--- src/rtl/board_pkg.sv ---
// Shared board constants and types for the button front end and the LED sequencer.
package board_pkg;

  localparam int DEBOUNCE_BITS_DEFAULT  = 18;
  localparam int LONG_BITS_DEFAULT      = 25;
  localparam int BTN_ACTIVE_LOW_DEFAULT = 1;

  // LED pattern sequencer timing, consumed downstream of the button conditioner.
  localparam int LED_COUNT_DEFAULT      = 8;
  localparam int LED_STEP_BITS_DEFAULT  = 23;

  typedef struct packed {
    logic level;
    logic press;
    logic rls;
    logic long_p;
  } btn_evt_t;

endpackage

--- src/rtl/button_debounce.sv ---
// Single button channel: polarity fix, 2-flop synchroniser, debounce window,
// registered press/release pulses and a saturating long-press hold counter.
module button_debounce
  import board_pkg::*;
#(
  parameter int DEBOUNCE_BITS  = DEBOUNCE_BITS_DEFAULT,
  parameter int LONG_BITS      = LONG_BITS_DEFAULT,
  parameter int BTN_ACTIVE_LOW = BTN_ACTIVE_LOW_DEFAULT
) (
  input  logic     clk,
  input  logic     rst,
  input  logic     btn_raw_i,
  output btn_evt_t evt_o
);

  localparam logic [LONG_BITS-1:0] HOLD_PRE = ~LONG_BITS'(1);

  logic                     pin_pressed;
  logic                     s1_q, s2_q;
  logic [DEBOUNCE_BITS-1:0] db_cnt_q, db_cnt_d;
  logic                     level_q, level_d;
  logic                     press_q, press_d;
  logic                     rls_q, rls_d;
  logic [LONG_BITS-1:0]     hold_q, hold_d;
  logic                     long_q, long_d;

  assign pin_pressed = (BTN_ACTIVE_LOW != 0) ? ~btn_raw_i : btn_raw_i;

  always_ff @(posedge clk) begin
    if (rst) begin
      s1_q     <= 1'b0;
      s2_q     <= 1'b0;
      db_cnt_q <= '0;
      level_q  <= 1'b0;
      press_q  <= 1'b0;
      rls_q    <= 1'b0;
      hold_q   <= '0;
      long_q   <= 1'b0;
    end else begin
      s1_q     <= pin_pressed;
      s2_q     <= s1_q;
      db_cnt_q <= db_cnt_d;
      level_q  <= level_d;
      press_q  <= press_d;
      rls_q    <= rls_d;
      hold_q   <= hold_d;
      long_q   <= long_d;
    end
  end

  // Any return to the current level clears the count, so bounces restart the window.
  always_comb begin
    db_cnt_d = '0;
    level_d  = level_q;
    press_d  = 1'b0;
    rls_d    = 1'b0;
    if (s2_q != level_q) begin
      if (&db_cnt_q) begin
        level_d = s2_q;
        press_d = s2_q;
        rls_d   = ~s2_q;
      end else begin
        db_cnt_d = db_cnt_q + DEBOUNCE_BITS'(1);
      end
    end
  end

  // Long pulse fires on the saturating step only, and not if the level drops on that edge.
  always_comb begin
    hold_d = '0;
    long_d = 1'b0;
    if (level_q) begin
      hold_d = (&hold_q) ? hold_q : hold_q + LONG_BITS'(1);
      long_d = (hold_q == HOLD_PRE) && level_d;
    end
  end

  assign evt_o = '{level: level_q, press: press_q, rls: rls_q, long_p: long_q};

endmodule

--- src/rtl/button_conditioner.sv ---
// Multi-channel pushbutton conditioner; channel 0 presses toggle the reverse level.
module button_conditioner
  import board_pkg::*;
#(
  parameter int NUM_BTN        = 2,
  parameter int DEBOUNCE_BITS  = DEBOUNCE_BITS_DEFAULT,
  parameter int LONG_BITS      = LONG_BITS_DEFAULT,
  parameter int BTN_ACTIVE_LOW = BTN_ACTIVE_LOW_DEFAULT
) (
  input  logic               clk,
  input  logic               rst,
  input  logic [NUM_BTN-1:0] btn_raw,
  output logic [NUM_BTN-1:0] btn_level,
  output logic [NUM_BTN-1:0] btn_press,
  output logic [NUM_BTN-1:0] btn_release,
  output logic [NUM_BTN-1:0] btn_long,
  output logic               reverse
);

  btn_evt_t evt [NUM_BTN];
  logic     reverse_q, reverse_d;

  for (genvar g = 0; g < NUM_BTN; g++) begin : g_ch
    button_debounce #(
      .DEBOUNCE_BITS (DEBOUNCE_BITS),
      .LONG_BITS     (LONG_BITS),
      .BTN_ACTIVE_LOW(BTN_ACTIVE_LOW)
    ) u_db (
      .clk      (clk),
      .rst      (rst),
      .btn_raw_i(btn_raw[g]),
      .evt_o    (evt[g])
    );
    assign btn_level[g]   = evt[g].level;
    assign btn_press[g]   = evt[g].press;
    assign btn_release[g] = evt[g].rls;
    assign btn_long[g]    = evt[g].long_p;
  end

  always_comb begin
    reverse_d = reverse_q;
    if (btn_press[0]) reverse_d = ~reverse_q;
  end

  always_ff @(posedge clk) begin
    if (rst) reverse_q <= 1'b0;
    else     reverse_q <= reverse_d;
  end

  assign reverse = reverse_q;

endmodule

--- config.mk ---
export PLATFORM = sky130hd
export DESIGN_NAME = button_conditioner
export DESIGN_NICKNAME = d
export VERILOG_FILES = /design/src/rtl/board_pkg.sv /design/src/rtl/button_debounce.sv /design/src/rtl/button_conditioner.sv
export SDC_FILE = /design/constraint.sdc
export NUM_CORES = 1
export LEC_CHECK = 0
export BUFFER_PORTS_ARGS = -buffer_cell sky130_fd_sc_hd__clkbuf_2
export CAP_MARGIN = 10
export CORE_MARGIN = 4
export CORE_UTILIZATION = 62
export DETAILED_ROUTE_END_ITERATION = 10
export GPL_ROUTABILITY_DRIVEN = 0
export HOLD_SLACK_MARGIN = 0.12
export PLACE_DENSITY = 0.79
export SLEW_MARGIN = 30
export SYNTH_ARGS = -nofsm -noshare
export SYNTH_HDL_FRONTEND = slang
export SYNTH_SLANG_ARGS = --single-unit
export TNS_END_PERCENT = 1
--- constraint.sdc ---
create_clock -name clk -period 2.7 [get_ports clk]
set_clock_uncertainty 0.2 [all_clocks]
set_input_delay 0.135 -clock clk [delete_from_list [all_inputs] [get_ports clk]]
set_output_delay 0.135 -clock clk [all_outputs]
set_load 0.01 [all_outputs]
==> impl_metrics.csv <==
group,metric,value,unit
route,detailedRoute.firstIterationViolations,134,
critical_path,worst-endpoint-required,2.74,ns
route,drt_first_pass_iters,4,
synth,synth-seq-area-share,0.435,
floorplanning,die-area,8780,um2
place,dp_hpwl,5630,um
synth,synth_area_leader_cell,"sky130_fd_sc_hd__dfxtp_1",
critical_path,cp_max_fo,18,
clocking,clk_pin_slew_worst_paths,0.09,ns
synth,synth_ff_type,"sky130_fd_sc_hd__dfxtp_1",
global_route,gr-usage-all-layers,0.199,
power_and_ir_drop,cellPowerDensity,505,nW/um2
final_layout,layout.core_utilization,0.701,
place,placement.io_buffers,12,
synth,asyncSetResetFlopFracSynth,0,
timing,min_period_over_period,0.844,
final_layout,drive_above_1_share,0.0906,
global_route,number_of_global_route_vias_before_repair,3258,
route,aggregate_routed_wire_length,8080,um
power_and_ir_drop,power_leakage,1.60,nW
final_layout,inserted_diodes,0,
flow_run,maxCapViolCount,0,
clocking,number_of_sinks_handled_by_clock_tree_synthesis,99,
critical_path,path_class,"flip-flop to flip-flop",
clocking,ctsLongestPathBuffers,2,
critical_path,start_kind,"flip-flop",
hold_path,hold_path.class,"flip-flop to flip-flop",
synth,netlist_top_cells_area,"sky130_fd_sc_hd__dfxtp_1, sky130_fd_sc_hd__nor2_1, sky130_fd_sc_hd__xnor2_1, sky130_fd_sc_hd__xor2_1, sky130_fd_sc_hd__nand3_1",
final_layout,multi_input_comb_area,2340,um2
timing,setup-violations-final,0,
clocking,postCtsSetupBuffers,0,
synth,yosys.cell_types.count,45,
floorplanning,dieWidth,93.7,um
route,dr_total_vias,3506,
timing,slew_headroom,0.581,
timing,timing_worst_slew_pin_value,0.625,ns
synth,synth_most_common_cell,"sky130_fd_sc_hd__dfxtp_1",
synth,synth_seq_cells,99,
route,postRouteAntennaNets,0,
global_route,first_pass_grt_wire_length,14300,um
global_route,grt_antenna_before_repair,0,
synth,yosys_warnings,0,
synth,syn-instance-count,520,
critical_path,crit_chain,"ha_1 -> nand3_1 -> nor4_2 -> and3_1 -> or3_1 -> buf_4 -> nor2_1",
timing,rsz0062_at_grt,"no",
timing,period_needed,2.28,ns
timing,setup_tns_after_final_layout,0,ns
synth,postSynthNetCount,530,
global_route,grt_start_max_net_pins,19,
synth,synth_edf_count,0,
floorplanning,top_level_ports,13,
clocking,h-tree-depth,3,
synth,synth_commonest_cells,"sky130_fd_sc_hd__dfxtp_1, sky130_fd_sc_hd__nor2_1, sky130_fd_sc_hd__xnor2_1",
route,post-route-drc-count,0,
floorplanning,initial_core_util,0.655,
clocking,cts_buffers,9,
clocking,cts_tree,"yes",
floorplanning,fp-row-count,30,
global_route,leftover_overflow_at_the_end_of_global_routing,0,
floorplanning,die_height,93.7,um
synth,syn_avg_cell_area,8.75,um2
timing,fmaxAchievable,439,MHz
clocking,clock-root-buffer,"sky130_fd_sc_hd__clkbuf_8",
critical_path,critical_path_arrival,2.32,ns
timing,report.final.hold_viol_count,0,
clocking,clkLatencyLatePin,0.35,ns
outcome,status,"finished clean",
synth,synth_top_area_share,0.435,
power_and_ir_drop,ir_drop,347,uV
final_layout,area.sequential,1980,um2
final_layout,fillCellCount,581,
timing,slew_violations,0,
route,post_detailed_route_wirelength_per_cell,12.9,um
route,detail_route.vias_per_cell,5.60,
timing,finalHoldWorstSlack,0.245,ns
critical_path,crit_path_end_kind,"flip-flop",
synth,synth.cell_area,4550,um2
final_layout,design.final.nets,535,
critical_path,worst_path_max_delay_cell,"sky130_fd_sc_hd__nor4_2",
critical_path,max_stage_delay,0.51,ns
final_layout,synthToLayoutAreaGrowth,6.87,%
floorplanning,core,6940,um2
-- registers in the layout (all words and copies together) (netlist names) --
register / cells
g_ch.u_db.hold_q: 50
g_ch.u_db.level_q: 2
g_ch.u_db.rls_q: 2
g_ch.u_db.s2_q: 2
reverse: 1
g_ch.u_db.press_q: 2
g_ch.u_db.s1_q: 2
g_ch.u_db.long_q: 2
g_ch.u_db.db_cnt_q: 36
-- cells in the final DEF, fill, tap and decap left out, types with 2 or more instances in the layout --
cell	Yosys	layout
sky130_fd_sc_hd__ha_1	6	6
sky130_fd_sc_hd__clkbuf_8	0	11
sky130_fd_sc_hd__a21oi_1	19	19
sky130_fd_sc_hd__inv_1	12	12
sky130_fd_sc_hd__nand3_1	31	31
sky130_fd_sc_hd__nor2_1	95	95
sky130_fd_sc_hd__nand4_1	21	21
sky130_fd_sc_hd__nor4_2	3	3
sky130_fd_sc_hd__xnor2_1	39	39
sky130_fd_sc_hd__nand2_1	31	31
sky130_fd_sc_hd__a31oi_1	6	6
sky130_fd_sc_hd__a21o_1	2	2
sky130_fd_sc_hd__or3_1	5	5
sky130_fd_sc_hd__xor2_1	31	31
sky130_fd_sc_hd__buf_4	9	7
sky130_fd_sc_hd__a211oi_1	3	3
sky130_fd_sc_hd__o2111ai_1	5	5
sky130_fd_sc_hd__a31o_2	2	2
sky130_fd_sc_hd__clkbuf_2	0	12
sky130_fd_sc_hd__nor2b_1	4	4
sky130_fd_sc_hd__nor4_1	5	5
sky130_fd_sc_hd__nand2b_1	5	5
sky130_fd_sc_hd__nor3b_1	2	2
sky130_fd_sc_hd__and4_1	10	10
sky130_fd_sc_hd__o21ai_0	6	6
sky130_fd_sc_hd__dlygate4sd3_1	0	5
sky130_fd_sc_hd__nor3_1	10	10
sky130_fd_sc_hd__dfxtp_1	99	99
sky130_fd_sc_hd__and2_1	7	7
sky130_fd_sc_hd__a41o_1	3	3
sky130_fd_sc_hd__o211ai_1	3	3
sky130_fd_sc_hd__mux2i_1	2	2
sky130_fd_sc_hd__and3_1	13	13
-- through the flow --
stage | worst slack, ns | area, um2 | std cells | total power, W
3_3_place_gp | 0.495 | 4600 | 605 | 0.00151
2_1_floorplan | 0.518 | 4550 | 520 | 0.00151
5_1_grt | 0.277 | 4860 | 626 | 0.00254
4_1_cts | 0.407 | 4860 | 626 | 0.00249
3_5_place_dp | 0.434 | 4600 | 605 | 0.00152
6_report | 0.422 | 4860 | 626 | 0.00246
-- worst paths after layout --
kind	from	endpoint	slack, ns	depth (start not counted)
worst min-delay path	g_ch[0].u_db.s1_q$_SDFF_PP0_	g_ch[0].u_db.s2_q$_SDFF_PP0_	0.25	1
worst min register to register	g_ch[0].u_db.s1_q$_SDFF_PP0_	g_ch[0].u_db.s2_q$_SDFF_PP0_	0.25	1
worst max-delay path	g_ch[0].u_db.db_cnt_q[0]$_SDFF_PP0_	g_ch[0].u_db.db_cnt_q[11]$_SDFF_PP0_	0.42	7
worst max register to register	g_ch[0].u_db.db_cnt_q[0]$_SDFF_PP0_	g_ch[0].u_db.db_cnt_q[11]$_SDFF_PP0_	0.42	7
-- repair_timing --
| item | in CTS | in global routing |
|---|---|---|
| hold buffers | 5 | 0 |
| setup endpoints to repair | 0 | 0 |
| hold endpoints to repair | 9 | 0 |
| gates resized for setup | 0 | 0 |
-- critical path: cells and delay by family (launching register included) --
family        cells  cell delay [ns]
flops             1             0.38
fa+ha+maj         1             0.19
simple gates      5             1.17
buf+inv           1             0.21
-- power by group --
group	switching, W	total (W)	leakage, nW	internal (W)
combinational	0.0000107	0.0000215	0.692	0.0000107
sequential	0.00000264	0.00146	0.798	0.00146
clock	0.000488	0.000970	0.106	0.000482
-- logic make-up (layout without fill, tap and decap cells) --
family | Yosys count | after routing | synth area share
compound gates | 54 | 54 | 0.0847
xor+xnor | 70 | 70 | 0.135
fa+ha+maj | 6 | 6 | 0.0165
buf+inv | 42 | 52 | 0.0497
flops | 99 | 99 | 0.435
mux | 2 | 2 | 0.00440
simple gates | 247 | 247 | 0.275
-- cell type report --
type / count / share of cell area
clock inverters: 5 / 0.0123
repair buffers: 24 / 0.0334
flip-flops and latches: 99 / 0.407
inverters: 12 / 0.00926
multi-input cells: 379 / 0.482
clock buffers: 11 / 0.0311
well taps: 96 / 0.0247
-- routing by layer --
metal	share of wire	up-vias	global-route usage
met3	0.030	6	0.0441
met1	0.47	1667	0.247
met4	0.010	0	0.0566
met5	0	-	0
met2	0.49	47	0.344
li1	-	1786	-
Power figures use the tool's default switching activity.
